===== config.mk =====
export PLATFORM = sky130hd
export DESIGN_NAME = bcd_count_ctrl_flat
export DESIGN_NICKNAME = d
export VERILOG_FILES = /design/src/rtl/bcd_count_ctrl_pkg.sv /design/src/rtl/bcd_count_ctrl_if.sv /design/src/rtl/bcd_count_ctrl_tick_prescaler.sv /design/src/rtl/bcd_count_ctrl.sv /design/src/flat_wrapper.sv
export SDC_FILE = /design/constraint.sdc
export NUM_CORES = 1
export LEC_CHECK = 0
export CELL_PAD_IN_SITES_DETAIL_PLACEMENT = 0
export CELL_PAD_IN_SITES_GLOBAL_PLACEMENT = 1
export CORE_MARGIN = 5
export CORE_UTILIZATION = 52
export CTS_CLUSTER_DIAMETER = 120
export DETAILED_ROUTE_END_ITERATION = 8
export DONT_BUFFER_PORTS = 1
export GPL_TIMING_DRIVEN = 0
export PLACE_DENSITY_LB_ADDON = 0.1
export SETUP_SLACK_MARGIN = 0.1
export SYNTH_ARGS = -nofsm -noshare
export SYNTH_HDL_FRONTEND = slang
export SYNTH_SLANG_ARGS = --single-unit

===== constraint.sdc =====
create_clock -name Clk -period 3.7 [get_ports Clk]
set_clock_uncertainty 0.15 [all_clocks]
set_input_delay 1.11 -clock Clk [delete_from_list [all_inputs] [get_ports Clk]]
set_output_delay 1.11 -clock Clk [all_outputs]
set_load 0.02 [all_outputs]

===== src/rtl/bcd_count_ctrl_pkg.sv =====
// Shared types for the BCD counter run-control block: state encoding, counter width, terminal helper.
// Pure declarations; no latency or flow control of its own.
package bcd_count_ctrl_pkg;

    localparam int CNT_W = 4;

    typedef enum logic [1:0] {
        IDLE  = 2'd0,
        RUN   = 2'd1,
        PAUSE = 2'd2,
        DONE  = 2'd3
    } state_t;

    // Counter value that, when enabled once more, lands on target (target 0 means wrap to 0).
    function automatic logic [CNT_W-1:0] term_value(input logic [CNT_W-1:0] target,
                                                    input int modulus);
        return (target == '0) ? CNT_W'(modulus - 1) : target - CNT_W'(1);
    endfunction

endpackage


===== src/rtl/bcd_count_ctrl_if.sv =====
// Front-panel controls, counter feedback and counter strobes between panel logic and the counter.
// Level/pulse signals only; no handshake, the controller acts on every sampled cycle.
interface bcd_count_ctrl_if;
    import bcd_count_ctrl_pkg::*;

    logic             Start;
    logic             Stop;
    logic             Pause;
    logic             Step;
    logic             Load;
    logic [CNT_W-1:0] Load_Val;
    logic             Mode;
    logic [CNT_W-1:0] Target;
    logic             Auto_Reload;
    logic [CNT_W-1:0] Cnt_Q;

    logic             Cnt_En;
    logic             Cnt_Clr;
    logic             Cnt_Load;
    logic [CNT_W-1:0] Cnt_D;
    logic             Busy;
    logic             Done;
    logic [1:0]       State;

    modport master (
        output Start, Stop, Pause, Step, Load, Load_Val, Mode, Target, Auto_Reload, Cnt_Q,
        input  Cnt_En, Cnt_Clr, Cnt_Load, Cnt_D, Busy, Done, State
    );

    modport slave (
        input  Start, Stop, Pause, Step, Load, Load_Val, Mode, Target, Auto_Reload, Cnt_Q,
        output Cnt_En, Cnt_Clr, Cnt_Load, Cnt_D, Busy, Done, State
    );

endinterface


===== src/rtl/bcd_count_ctrl_tick_prescaler.sv =====
// Divides the system clock into a tick every DIV_SLOW or DIV_FAST cycles while run is high.
// tick is combinational from the count register; holding run low freezes the count.
module tick_prescaler #(
    parameter int DIV_SLOW = 25_000_000,
    parameter int DIV_FAST = 12_500_000
) (
    input  logic clk,
    input  logic rst,
    input  logic run,
    input  logic clr,
    input  logic mode,
    output logic tick
);

    localparam int DIV_MAX = (DIV_SLOW > DIV_FAST) ? DIV_SLOW : DIV_FAST;
    localparam int PW      = $clog2(DIV_MAX) + 1;

    localparam logic [PW-1:0] SLOW_DIV  = PW'(DIV_SLOW);
    localparam logic [PW-1:0] FAST_DIV  = PW'(DIV_FAST);
    localparam logic [PW-1:0] SLOW_LAST = PW'(DIV_SLOW - 1);
    localparam logic [PW-1:0] FAST_LAST = PW'(DIV_FAST - 1);

    logic [PW-1:0] pre_cnt;
    logic          mode_cur;
    logic          wrap;

    // Period is latched at each wrap; a newly selected shorter period already overrun wraps at once.
    assign wrap = (pre_cnt == (mode_cur ? FAST_LAST : SLOW_LAST))
               || (pre_cnt >= (mode ? FAST_DIV : SLOW_DIV));
    assign tick = run && wrap;

    always_ff @(posedge clk or posedge rst) begin
        if (rst) begin
            pre_cnt  <= '0;
            mode_cur <= 1'b0;
        end else if (clr) begin
            pre_cnt  <= '0;
            mode_cur <= mode;
        end else if (run) begin
            if (wrap) begin
                pre_cnt  <= '0;
                mode_cur <= mode;
            end else begin
                pre_cnt <= pre_cnt + PW'(1);
            end
        end
    end

endmodule


===== src/rtl/bcd_count_ctrl.sv =====
// Run-control sequencer for the mod-MODULUS counter: start/stop/pause/step/preset, target detect.
// All outputs registered, one cycle after the sampled input; no backpressure, counter must accept every strobe.
module bcd_count_ctrl
    import bcd_count_ctrl_pkg::*;
#(
    parameter int MODULUS  = 10,
    parameter int DIV_SLOW = 25_000_000,
    parameter int DIV_FAST = 12_500_000
) (
    input  logic          Clk,
    input  logic          RST,
    bcd_count_ctrl_if.slave ctl
);

    state_t           state;
    logic             busy;
    logic             done;
    logic             cnt_en;
    logic             cnt_clr;
    logic             cnt_load;
    logic [CNT_W-1:0] cnt_d;

    logic             tick;
    logic             pre_run;
    logic             pre_clr;
    logic             term_hit;
    logic [CNT_W-1:0] load_d;

    // Prescaler only advances on RUN cycles that are not being left; it restarts from any idle/done cycle.
    assign pre_run = (state == RUN) && !ctl.Stop && !ctl.Pause;
    assign pre_clr = (state == IDLE) || (state == DONE) || ctl.Stop;

    assign term_hit = (int'(ctl.Target) < MODULUS)
                   && (ctl.Cnt_Q == term_value(ctl.Target, MODULUS));
    assign load_d   = (int'(ctl.Load_Val) >= MODULUS) ? '0 : ctl.Load_Val;

    tick_prescaler #(
        .DIV_SLOW (DIV_SLOW),
        .DIV_FAST (DIV_FAST)
    ) u_prescaler (
        .clk  (Clk),
        .rst  (RST),
        .run  (pre_run),
        .clr  (pre_clr),
        .mode (ctl.Mode),
        .tick (tick)
    );

    always_ff @(posedge Clk or posedge RST) begin
        if (RST) begin
            state    <= IDLE;
            busy     <= 1'b0;
            done     <= 1'b0;
            cnt_en   <= 1'b0;
            cnt_clr  <= 1'b0;
            cnt_load <= 1'b0;
            cnt_d    <= '0;
        end else begin
            cnt_en   <= 1'b0;
            cnt_clr  <= 1'b0;
            cnt_load <= 1'b0;
            cnt_d    <= '0;
            unique case (state)
                IDLE: begin
                    if (!ctl.Stop) begin
                        if (ctl.Start) begin
                            state   <= RUN;
                            busy    <= 1'b1;
                            cnt_clr <= 1'b1;
                        end else if (ctl.Load) begin
                            cnt_load <= 1'b1;
                            cnt_d    <= load_d;
                        end
                    end
                end
                RUN: begin
                    if (ctl.Stop) begin
                        state <= IDLE;
                        busy  <= 1'b0;
                    end else if (ctl.Pause) begin
                        state <= PAUSE;
                    end else if (tick) begin
                        cnt_en <= 1'b1;
                        if (term_hit) begin
                            state <= DONE;
                            busy  <= 1'b0;
                            done  <= 1'b1;
                        end
                    end
                end
                PAUSE: begin
                    if (ctl.Stop) begin
                        state <= IDLE;
                        busy  <= 1'b0;
                    end else if (ctl.Pause) begin
                        state <= RUN;
                    end else if (ctl.Step) begin
                        cnt_en <= 1'b1;
                        if (term_hit) begin
                            state <= DONE;
                            busy  <= 1'b0;
                            done  <= 1'b1;
                        end
                    end
                end
                DONE: begin
                    if (ctl.Stop) begin
                        state <= IDLE;
                        done  <= 1'b0;
                    end else if (ctl.Start || ctl.Auto_Reload) begin
                        state   <= RUN;
                        busy    <= 1'b1;
                        done    <= 1'b0;
                        cnt_clr <= 1'b1;
                    end
                end
            endcase
        end
    end

    assign ctl.Cnt_En   = cnt_en;
    assign ctl.Cnt_Clr  = cnt_clr;
    assign ctl.Cnt_Load = cnt_load;
    assign ctl.Cnt_D    = cnt_d;
    assign ctl.Busy     = busy;
    assign ctl.Done     = done;
    assign ctl.State    = state;

endmodule


===== src/flat_wrapper.sv =====
// flat-port wrapper written by rule: the top's interface ports become plain ports
module bcd_count_ctrl_flat import bcd_count_ctrl_pkg::*;
#(
    parameter int MODULUS  = 10,
    parameter int DIV_SLOW = 25_000_000,
    parameter int DIV_FAST = 12_500_000
)
  (Clk, RST, ctl_Start, ctl_Stop, ctl_Pause, ctl_Step, ctl_Load, ctl_Load_Val, ctl_Mode, ctl_Target, ctl_Auto_Reload, ctl_Cnt_Q, ctl_Cnt_En, ctl_Cnt_Clr, ctl_Cnt_Load, ctl_Cnt_D, ctl_Busy, ctl_Done, ctl_State);
  bcd_count_ctrl_if ctl_i ();
  input  logic Clk;
  input  logic RST;
  input wire logic [$bits(ctl_i.Start)-1:0] ctl_Start;
  input wire logic [$bits(ctl_i.Stop)-1:0] ctl_Stop;
  input wire logic [$bits(ctl_i.Pause)-1:0] ctl_Pause;
  input wire logic [$bits(ctl_i.Step)-1:0] ctl_Step;
  input wire logic [$bits(ctl_i.Load)-1:0] ctl_Load;
  input wire logic [$bits(ctl_i.Load_Val)-1:0] ctl_Load_Val;
  input wire logic [$bits(ctl_i.Mode)-1:0] ctl_Mode;
  input wire logic [$bits(ctl_i.Target)-1:0] ctl_Target;
  input wire logic [$bits(ctl_i.Auto_Reload)-1:0] ctl_Auto_Reload;
  input wire logic [$bits(ctl_i.Cnt_Q)-1:0] ctl_Cnt_Q;
  output wire logic [$bits(ctl_i.Cnt_En)-1:0] ctl_Cnt_En;
  output wire logic [$bits(ctl_i.Cnt_Clr)-1:0] ctl_Cnt_Clr;
  output wire logic [$bits(ctl_i.Cnt_Load)-1:0] ctl_Cnt_Load;
  output wire logic [$bits(ctl_i.Cnt_D)-1:0] ctl_Cnt_D;
  output wire logic [$bits(ctl_i.Busy)-1:0] ctl_Busy;
  output wire logic [$bits(ctl_i.Done)-1:0] ctl_Done;
  output wire logic [$bits(ctl_i.State)-1:0] ctl_State;
  assign ctl_i.Start = ctl_Start;
  assign ctl_i.Stop = ctl_Stop;
  assign ctl_i.Pause = ctl_Pause;
  assign ctl_i.Step = ctl_Step;
  assign ctl_i.Load = ctl_Load;
  assign ctl_i.Load_Val = ctl_Load_Val;
  assign ctl_i.Mode = ctl_Mode;
  assign ctl_i.Target = ctl_Target;
  assign ctl_i.Auto_Reload = ctl_Auto_Reload;
  assign ctl_i.Cnt_Q = ctl_Cnt_Q;
  assign ctl_Cnt_En = ctl_i.Cnt_En;
  assign ctl_Cnt_Clr = ctl_i.Cnt_Clr;
  assign ctl_Cnt_Load = ctl_i.Cnt_Load;
  assign ctl_Cnt_D = ctl_i.Cnt_D;
  assign ctl_Busy = ctl_i.Busy;
  assign ctl_Done = ctl_i.Done;
  assign ctl_State = ctl_i.State;
  bcd_count_ctrl #(.MODULUS(MODULUS), .DIV_SLOW(DIV_SLOW), .DIV_FAST(DIV_FAST)) u_core (.Clk(Clk), .RST(RST), .ctl(ctl_i));
endmodule

Yosys cells after proc, flatten, opt, wreduce, memory -nomap -nowiden
Cells that the tools add are included.

word-level totals
  register bits = 38
  word-level logic and storage cells = 119

operators by class
  add/sub/neg operators = 2
  order comparisons = 3
  equality and inequality tests = 22
  mux-type cells = 64
  reduce and logical (&&, ||, !) cells = 19

operators with widths
  cell                                                      number
  2-to-1 mux 26 bit                                         3
  2-to-1 mux 25 bit                                         2
  2-to-1 mux 1 bit                                          37
  adder 26 x 1 -> 26 bit, second input constant             1
  equality test 26 bit                                      1
  greater-or-equal comparator 26 x 25 -> 1 bit              1
  2-to-1 mux 4 bit                                          6
  2-to-1 mux 2 bit                                          11
  inequality test 2 bit, second input constant              9
  AND reduction 8 bit                                       2
  inequality test 3 bit, second input constant              4
  one-hot mux 2 bit (4 select lines)                        1
  AND reduction 5 bit                                       1
  equality test 2 bit, second input constant                2
  equality test 4 bit                                       1
  greater-or-equal comparator 4 bit, second input constant  1
  logical AND 1 bit                                         4
  logical NOT 4 bit                                         1
  logical OR 1 bit                                          4
  < comparator 4 bit, second input constant                 1
  inequality test 4 x 3 -> 1 bit, second input constant     1
  inequality test 4 bit, second input constant              1
  one-hot mux 1 bit (2 select lines)                        2
  one-hot mux 1 bit (4 select lines)                        1
  10 further kinds                                          12

Depth between registers and ports, before layout
Gate-level depths: netlist (run 1).

  depth in word-level cells = 9
  gate-level depth with buffers = 9
  mapped depth without buffers = 8

Cells and area by module
A second synthesis (run 1) with hierarchy kept.

unflattened totals
  cells, all modules = 288
  area, all modules = 2565.0 µm²

by module, submodules not included
  module          times used  cells each  area each (µm²)
  tick_prescaler  1           195         1760.4
  bcd_count_ctrl  1           93          804.5

Worst setup path before layout (run 1)
No wires, ideal clock.

  path kind = input port to flip-flop
  start = input port ctl_Mode
  end = register u_core.busy, in the netlist u_core.ctl.Busy
  setup time = 124 ps
  arrival time = 2608 ps
  data required time = 3426 ps
  setup slack = 819 ps
  cell stages on the path = 7
  path through = inv_1 ha_1 a21o_1 a211oi_1 nand4_1 o211a_1 a211o_1

on the way
  cells in the longest elaborated chain, start to end = 6

RTL lines
  what                                             RTL line                             source
  start: declaration                               flat_wrapper.sv:18                   input wire logic [$bits(ctl_i.Mode)-1:0] ctl_Mode;
  2-to-1 mux 25 bit                                bcd_count_ctrl_tick_prescaler.sv:29  || (pre_cnt >= (mode ? FAST_DIV : SLOW_DIV));
  greater-or-equal comparator 26 x 25 -> 1 bit     bcd_count_ctrl_tick_prescaler.sv:29
  logical OR 1 bit                                 bcd_count_ctrl_tick_prescaler.sv:29
  logical AND 1 bit                                bcd_count_ctrl_tick_prescaler.sv:30  assign tick = run && wrap;
  inequality test 3 x 2 -> 1 bit (no source line)  n/a
  AND reduction 8 bit (no source line)             n/a
  end signal: assignment                           bcd_count_ctrl.sv:52                 busy <= 1'b0;
  end signal: assignment                           bcd_count_ctrl.sv:68                 busy <= 1'b1;
  end signal: assignment                           bcd_count_ctrl.sv:79                 busy <= 1'b0;
  end: declaration                                 bcd_count_ctrl.sv:16                 logic busy;

Every way passes these cells.
A chain may end at the register's enable or synchronous reset.

Worst setup path in the final report (run 1)
Same ends and word-level chain as after synthesis.

==> flow_summary.json, run 1 <==
{
  "timing.final.crit_period_ps": 2870,
  "critical_path_peak_fanout": 8,
  "post-route-drc-count": 0,
  "clockBufferDepth": 2,
  "hold_path.startpoint": "u_core.u_prescaler.pre_cnt[20]",
  "worst_ep_required_time_ps": 3720,
  "met2_usage_pct": 31.2,
  "cts_htree_levels": 2,
  "slew_violations": 0,
  "dieHeight_um": 80.3,
  "worstPathArrival_ps": 2900,
  "syn-cell-area_um2": 2570,
  "via_count_of_the_first_global_routing_pass": 2073,
  "crit-reg2reg-capture": "u_core.u_prescaler.pre_cnt[8]",
  "final_common_cell": "sky130_fd_sc_hd__dfrtp_1",
  "timing.fmax_ghz": 0.348,
  "synth-seq-area-share_pct": 37.0,
  "worst_slew_pin_tran_ps": 817,
  "timing.reg2reg.worst_path_depth": 9,
  "setup.worst_path.end_class": "flip-flop",
  "tritoncts": "built",
  "diodes_inserted": 0,
  "placed_instance_area_um2": 2660,
  "cts-buffers-inserted": 5,
  "initial_core_util_pct": 54.1,
  "mappedNetlistNets": 320,
  "worst_r2r_startpoint": "u_core.ctl.State[0]",
  "worst_rel_slew_slack_pct": 44.1,
  "max_cap_violations": 0,
  "vias": 2065,
  "die_width_um": 80.3,
  "synth.yosys.warnings": 0,
  "synth-edff-count": 0,
  "dieArea_um2": 6450,
  "globalRoute.totalOverflow": 0,
  "cts.reportedPaths.clkPinSlew_ps": 70,
  "min_period_over_period_pct": 77.6,
  "vdd.ir_drop.worst_v": 0.000253,
  "gr-max-usage-layer": "met2",
  "floorplan.rows": 25,
  "outcome": "finished clean",
  "worst_setup_path_start_kind": "input port",
  "grt_setup_unrepaired": "no",
  "hold_worst_path_end": "u_core.u_prescaler.pre_cnt[20]",
  "numPortBuffers": 0,
  "core_um2": 4750,
  "initialDrtViolationCount": 91,
  "clk_root_buffer_cell": "sky130_fd_sc_hd__clkbuf_8",
  "power.total_mw": 1.02,
  "post_cts_resized": 0,
  "synth_area_per_cell_um2": 9.09,
  "gpl.final_weighted_congestion": 0.825,
  "postSynthRegisterBits": 38,
  "drt-vias-per-instance": 5.80,
  "whs_path_depth": 2,
  "final.fill_count": 462,
  "post_synth_inst_count": 283,
  "hold_class": "flip-flop to flip-flop",
  "hold_viol": 0,
  "use_met1_pct": 24.5,
  "cts_hold_repair.buffers": 0,
  "commonest_cells_after_routing_fill_and_taps_aside": "sky130_fd_sc_hd__dfrtp_1, sky130_fd_sc_hd__nor3_1, sky130_fd_sc_hd__nand2_1",
  "nNetsFinal": 327,
  "detail_route.first_pass.iterations": 4,
  "wl_per_cell_um": 15.6,
  "clock-sinks": 38,
  "fin_area_um2": 2740,
  "post-dp-hpwl_um": 4230,
  "drive_above_1_share_pct": 6.92,
  "synthArstFlopShare_pct": 100,
  "antenna_found_initial": 0,
  "met3_usage_grt_pct": 4.37,
  "setup_viol": 0,
  "leakagePower_nw": 1.15,
  "io_pins": 32,
  "count_of_nets_left_with_antenna_violations_after_detail_routing": 0,
  "yosys_most_used_dff": "sky130_fd_sc_hd__dfrtp_1",
  "largest_net_degree_at_the_start_of_global_routing": 39,
  "routed_wl_um": 5570,
  "setup_total_negative_slack_ps": 0,
  "grt_first_pass_wirelength_um": 9660,
  "synth_cell_types": 55,
  "post_cts.repair.setup_buffers": 0,
  "setup.reg_to_reg.worst_slack_ps": 1080,
  "clock_latency_on_the_worst_skew_pair_ps": 290,
  "crit_type": "input port to flip-flop",
  "grtUsageTotal_pct": 18.9,
  "powerDensity_nw_per_um2": 374,
  "flow.area_growth_from_synthesis_pct": 6.47
}
[area by class of cell]
cell class              count  area [µm²]  share of cell area, %
plain buffers               8        47.5                   1.74
clock buffers               6        82.6                   3.02
inverters                  13        48.8                   1.78
multi-input cells         224        1530                   55.7
flip-flops and latches     38         951                   34.7
well taps                  67        83.8                   3.06
[worst max path at each step]
stage | from | end | slack (ps) | depth (start not counted)
floorplan | ctl_Mode | u_core.ctl.Busy | 820 | 7
CTS | ctl_Mode | u_core.u_prescaler.pre_cnt[9] | 850 | 9
finish | ctl_Mode | u_core.ctl.Busy | 830 | 8
global placement | ctl_Mode | u_core.ctl.State[0] | 580 | 8
detailed placement | ctl_Mode | u_core.u_prescaler.pre_cnt[9] | 560 | 9
global route | ctl_Mode | u_core.u_prescaler.pre_cnt[21] | 710 | 8
[cell usage after synthesis (5+ instances only)]
cell | number | area, µm²
sky130_fd_sc_hd__ha_1 | 16 | 200
sky130_fd_sc_hd__dfrtp_1 | 38 | 951
sky130_fd_sc_hd__a21oi_1 | 9 | 45.0
sky130_fd_sc_hd__xnor2_1 | 10 | 87.6
sky130_fd_sc_hd__nor4bb_1 | 5 | 50.1
sky130_fd_sc_hd__nand2_1 | 23 | 86.3
sky130_fd_sc_hd__nor2b_1 | 6 | 37.5
sky130_fd_sc_hd__xor2_1 | 15 | 131
sky130_fd_sc_hd__and3_1 | 8 | 50.1
sky130_fd_sc_hd__nand4_1 | 8 | 50.1
sky130_fd_sc_hd__nor2_1 | 19 | 71.3
sky130_fd_sc_hd__nor4b_1 | 5 | 43.8
sky130_fd_sc_hd__nor3_1 | 34 | 170
sky130_fd_sc_hd__nand3_1 | 10 | 50.1
sky130_fd_sc_hd__inv_1 | 13 | 48.8
[layer usage]
| layer | vias up | routed length, µm |
|---|---|---|
| li1 | 1045 | - |
| met3 | 7 | 235 |
| met5 | - | 0 |
| met1 | 980 | 2600 |
| met4 | 0 | 72 |
| met2 | 33 | 2660 |
[kinds of logic (layout without fill, tap and decap cells)]
kind of cell	after synthesis	count (layout)	share of synthesized area, %
buffers and inverters	21	27	3.75
multiplexers	2	2	0.827
AND/OR/NAND/NOR	139	139	30.1
adder cells (fa/ha/maj)	16	16	7.78
XOR/XNOR	25	25	8.51
flip-flops	38	38	37.0
AO/OA/AOI/OAI	42	42	12.1
[report_power, final]
group / leakage [nW] / internal (mW) / switching [mW] / total [mW]
registers: 0.524 / 0.438 / 0.0433 / 0.481
logic: 0.582 / 0.101 / 0.161 / 0.263
clock network: 0.0431 / 0.144 / 0.136 / 0.280
[critical path, stage by stage]
cell and delay (ps):
sky130_fd_sc_hd__inv_1 80, sky130_fd_sc_hd__ha_1 320, sky130_fd_sc_hd__nand2_1 70, sky130_fd_sc_hd__o21ai_0 240
sky130_fd_sc_hd__nor2_1 110, sky130_fd_sc_hd__a211oi_2 470, sky130_fd_sc_hd__o21ai_0 180, sky130_fd_sc_hd__a211o_1 310
[sequential cells by signal (all words and copies together), names as in the netlist]
signal and flops:
u_core.ctl.Cnt_Clr 1, u_core.ctl.Cnt_D 4, u_core.ctl.State 2, u_core.ctl.Busy 1
u_core.u_prescaler.pre_cnt 26, u_core.u_prescaler.mode_cur 1, u_core.ctl.Cnt_Load 1, u_core.ctl.Done 1
u_core.ctl.Cnt_En 1
[stage by stage]
stage          setup slack (ps)  hold slack, ps  instances  util (%)
5_1_grt                     705             449        356      57.6
4_1_cts                     846             412        356      57.6
2_1_floorplan               819             369        283         -
3_3_place_gp                578             396        350      55.9
3_5_place_dp                559             394        350      55.9
6_report                    827             410        356      57.6
(Power assumes the default switching activity.)
==> run 2, diff against run 1 <==
--- a/config.mk
+++ b/config.mk
@@ -8,7 +8,7 @@
 export CELL_PAD_IN_SITES_DETAIL_PLACEMENT = 0
 export CELL_PAD_IN_SITES_GLOBAL_PLACEMENT = 1
 export CORE_MARGIN = 5
-export CORE_UTILIZATION = 52
+export CORE_UTILIZATION = 49
 export CTS_CLUSTER_DIAMETER = 120
 export DETAILED_ROUTE_END_ITERATION = 8
 export DONT_BUFFER_PORTS = 1
==> constraint.sdc (replaced) <==
create_clock -name Clk -period 2.9 [get_ports Clk]
set_clock_uncertainty 0.15 [all_clocks]
set_input_delay 0.87 -clock Clk [delete_from_list [all_inputs] [get_ports Clk]]
set_output_delay 0.87 -clock Clk [all_outputs]
set_load 0.02 [all_outputs]
==> flow_summary.json, run 2 (same netlist as run 1, synthesis figures left out) <==
{
  "outcome": "finished clean",
  "setup_viol": 0,
  "initialDrtViolationCount": 114,
  "largest_register_ff_count": 26,
  "cts.reportedPaths.clkPinSlew_ps": 70,
  "drive_above_1_share_pct": 7.90,
  "fin_area_um2": 2750,
  "grtUsageTotal_pct": 19.0,
  "critical_path_peak_fanout": 8,
  "clock-sinks": 38,
  "routed_wl_um": 5830,
  "initial_core_util_pct": 50.4,
  "worst_rel_slew_slack_pct": 48.2,
  "grt_setup_unrepaired": "no",
  "vias": 2124,
  "io_pins": 32,
  "powerDensity_nw_per_um2": 482,
  "cts-buffers-inserted": 5,
  "wl_per_cell_um": 16.2,
  "timing.critical_path.to": "u_core.ctl.State[0]",
  "finish.utilization_pct": 53.9,
  "crit_start": "ctl_Mode",
  "setup.reg_to_reg.worst_slack_ps": 330,
  "timing.fmax_ghz": 0.379,
  "clock_latency_on_the_worst_skew_pair_ps": 290,
  "flow.area_growth_from_synthesis_pct": 7.05,
  "timing.final.crit_period_ps": 2640,
  "leakagePower_nw": 1.15,
  "setup_total_negative_slack_ps": 0,
  "via_count_of_the_first_global_routing_pass": 2170,
  "nNetsFinal": 327,
  "clockBufferDepth": 2,
  "worst_setup_path_start_kind": "input port",
  "post_cts.repair.setup_buffers": 0,
  "final_common_cell": "sky130_fd_sc_hd__dfrtp_1",
  "worst_slew_pin_tran_ps": 776,
  "tritoncts": "built",
  "grt_first_pass_wirelength_um": 10000,
  "crit-reg2reg-capture": "u_core.u_prescaler.pre_cnt[10]",
  "floorplan.rows": 26,
  "clk_root_buffer_cell": "sky130_fd_sc_hd__clkbuf_8",
  "registers.top_by_ff_count": "u_core.u_prescaler.pre_cnt",
  "crit_type": "input port to flip-flop",
  "gpl.final_weighted_congestion": 0.867,
  "max_cap_violations": 0,
  "worstPathArrival_ps": 2650,
  "globalRoute.totalOverflow": 0,
  "hold_class": "flip-flop to flip-flop",
  "timing.reg2reg.worst_path_depth": 9,
  "slew_violations": 0,
  "drt-vias-per-instance": 5.88,
  "antenna_found_initial": 0,
  "count_of_nets_left_with_antenna_violations_after_detail_routing": 0,
  "cts_htree_levels": 2,
  "post-dp-hpwl_um": 4300,
  "vdd.ir_drop.worst_v": 0.000416,
  "diodes_inserted": 0,
  "worst_r2r_startpoint": "u_core.ctl.State[0]",
  "setup.worst_path.end_class": "flip-flop",
  "commonest_cells_after_routing_fill_and_taps_aside": "sky130_fd_sc_hd__dfrtp_1, sky130_fd_sc_hd__nor3_1, sky130_fd_sc_hd__nand2_1",
  "dieHeight_um": 82.5,
  "hold_viol": 0,
  "post-route-drc-count": 0,
  "dieArea_um2": 6800,
  "detail_route.first_pass.iterations": 4,
  "worst_ep_required_time_ps": 2920,
  "numPortBuffers": 0,
  "die_width_um": 82.5,
  "core_um2": 5110,
  "largest_net_degree_at_the_start_of_global_routing": 39,
  "min_period_over_period_pct": 90.9,
  "placed_instance_area_um2": 2660
}
run 2: changes by cell type in the layout (fill, tap and decap cells not counted):
cell / previous run / this run
sky130_fd_sc_hd__clkinv_2: 0 / 1
sky130_fd_sc_hd__dfrtp_1: 38 / 36
sky130_fd_sc_hd__clkbuf_1: 4 / 5
sky130_fd_sc_hd__dfrtp_2: 0 / 2
run 2: final cells by class:
| type | instances | area (µm²) |
|---|---|---|
| Fill cell | 502 | 2350 |
| Multi-Input combinational cell | 224 | 1530 |
| Sequential cell | 38 | 953 |
| Tap cell | 70 | 87.6 |
| Clock buffer | 7 | 86.3 |
| Inverter | 13 | 48.8 |
| Buffer | 8 | 47.5 |
| Clock inverter | 1 | 5.00 |
run 2: layer usage:
metal	up-vias	wire length (µm)	global-route usage [%]
met5	-	0	0
met4	0	81	5.98
met3	8	254	4.45
met2	41	2800	32.5
met1	1029	2690	23.7
li1	1046	-	-
run 2: worst min-delay path by stage:
stage	from	to	slack, ps	depth (start not counted)
after detailed placement	u_core.u_prescaler.pre_cnt[20]	u_core.u_prescaler.pre_cnt[20]	390	2
after floorplan	u_core.u_prescaler.mode_cur	u_core.u_prescaler.mode_cur	370	2
final	u_core.u_prescaler.pre_cnt[13]	u_core.u_prescaler.pre_cnt[13]	420	2
after global routing	u_core.u_prescaler.pre_cnt[1]	u_core.u_prescaler.pre_cnt[1]	440	2
after global placement	u_core.u_prescaler.pre_cnt[13]	u_core.u_prescaler.pre_cnt[13]	400	2
after CTS	u_core.u_prescaler.pre_cnt[20]	u_core.u_prescaler.pre_cnt[20]	410	2
run 2: report_power, final:
part / total [mW] / switching (mW) / internal, mW
registers: 0.617 / 0.0573 / 0.560
clock network: 0.372 / 0.180 / 0.192
logic: 0.339 / 0.209 / 0.129
total: 1.33 / 0.447 / 0.881
run 2: worst max-delay path, stage by stage:
cell and delay [ps]:
sky130_fd_sc_hd__inv_1 80, sky130_fd_sc_hd__ha_1 320, sky130_fd_sc_hd__nand2_1 70, sky130_fd_sc_hd__o21ai_0 230
sky130_fd_sc_hd__nor2_1 110, sky130_fd_sc_hd__a211oi_2 450, sky130_fd_sc_hd__o21ai_1 200, sky130_fd_sc_hd__a221oi_1 320
run 2: timing repair:
| item | in CTS | in global routing |
|---|---|---|
| hold buffers | 0 | 0 |
| setup endpoints to repair | 0 | 4 |
| gates resized for setup | 0 | 2 |
run 2: per-stage QoR:
stage | cells | setup slack [ps] | power (mW) | hold WS [ps]
3_3_place_gp | 353 | -28.3 | 0.962 | 398
3_5_place_dp | 353 | -36.9 | 0.965 | 394
4_1_cts | 361 | 231 | 1.34 | 411
6_report | 361 | 264 | 1.33 | 416
5_1_grt | 361 | 138 | 1.42 | 438
2_1_floorplan | 283 | 259 | 0.883 | 369
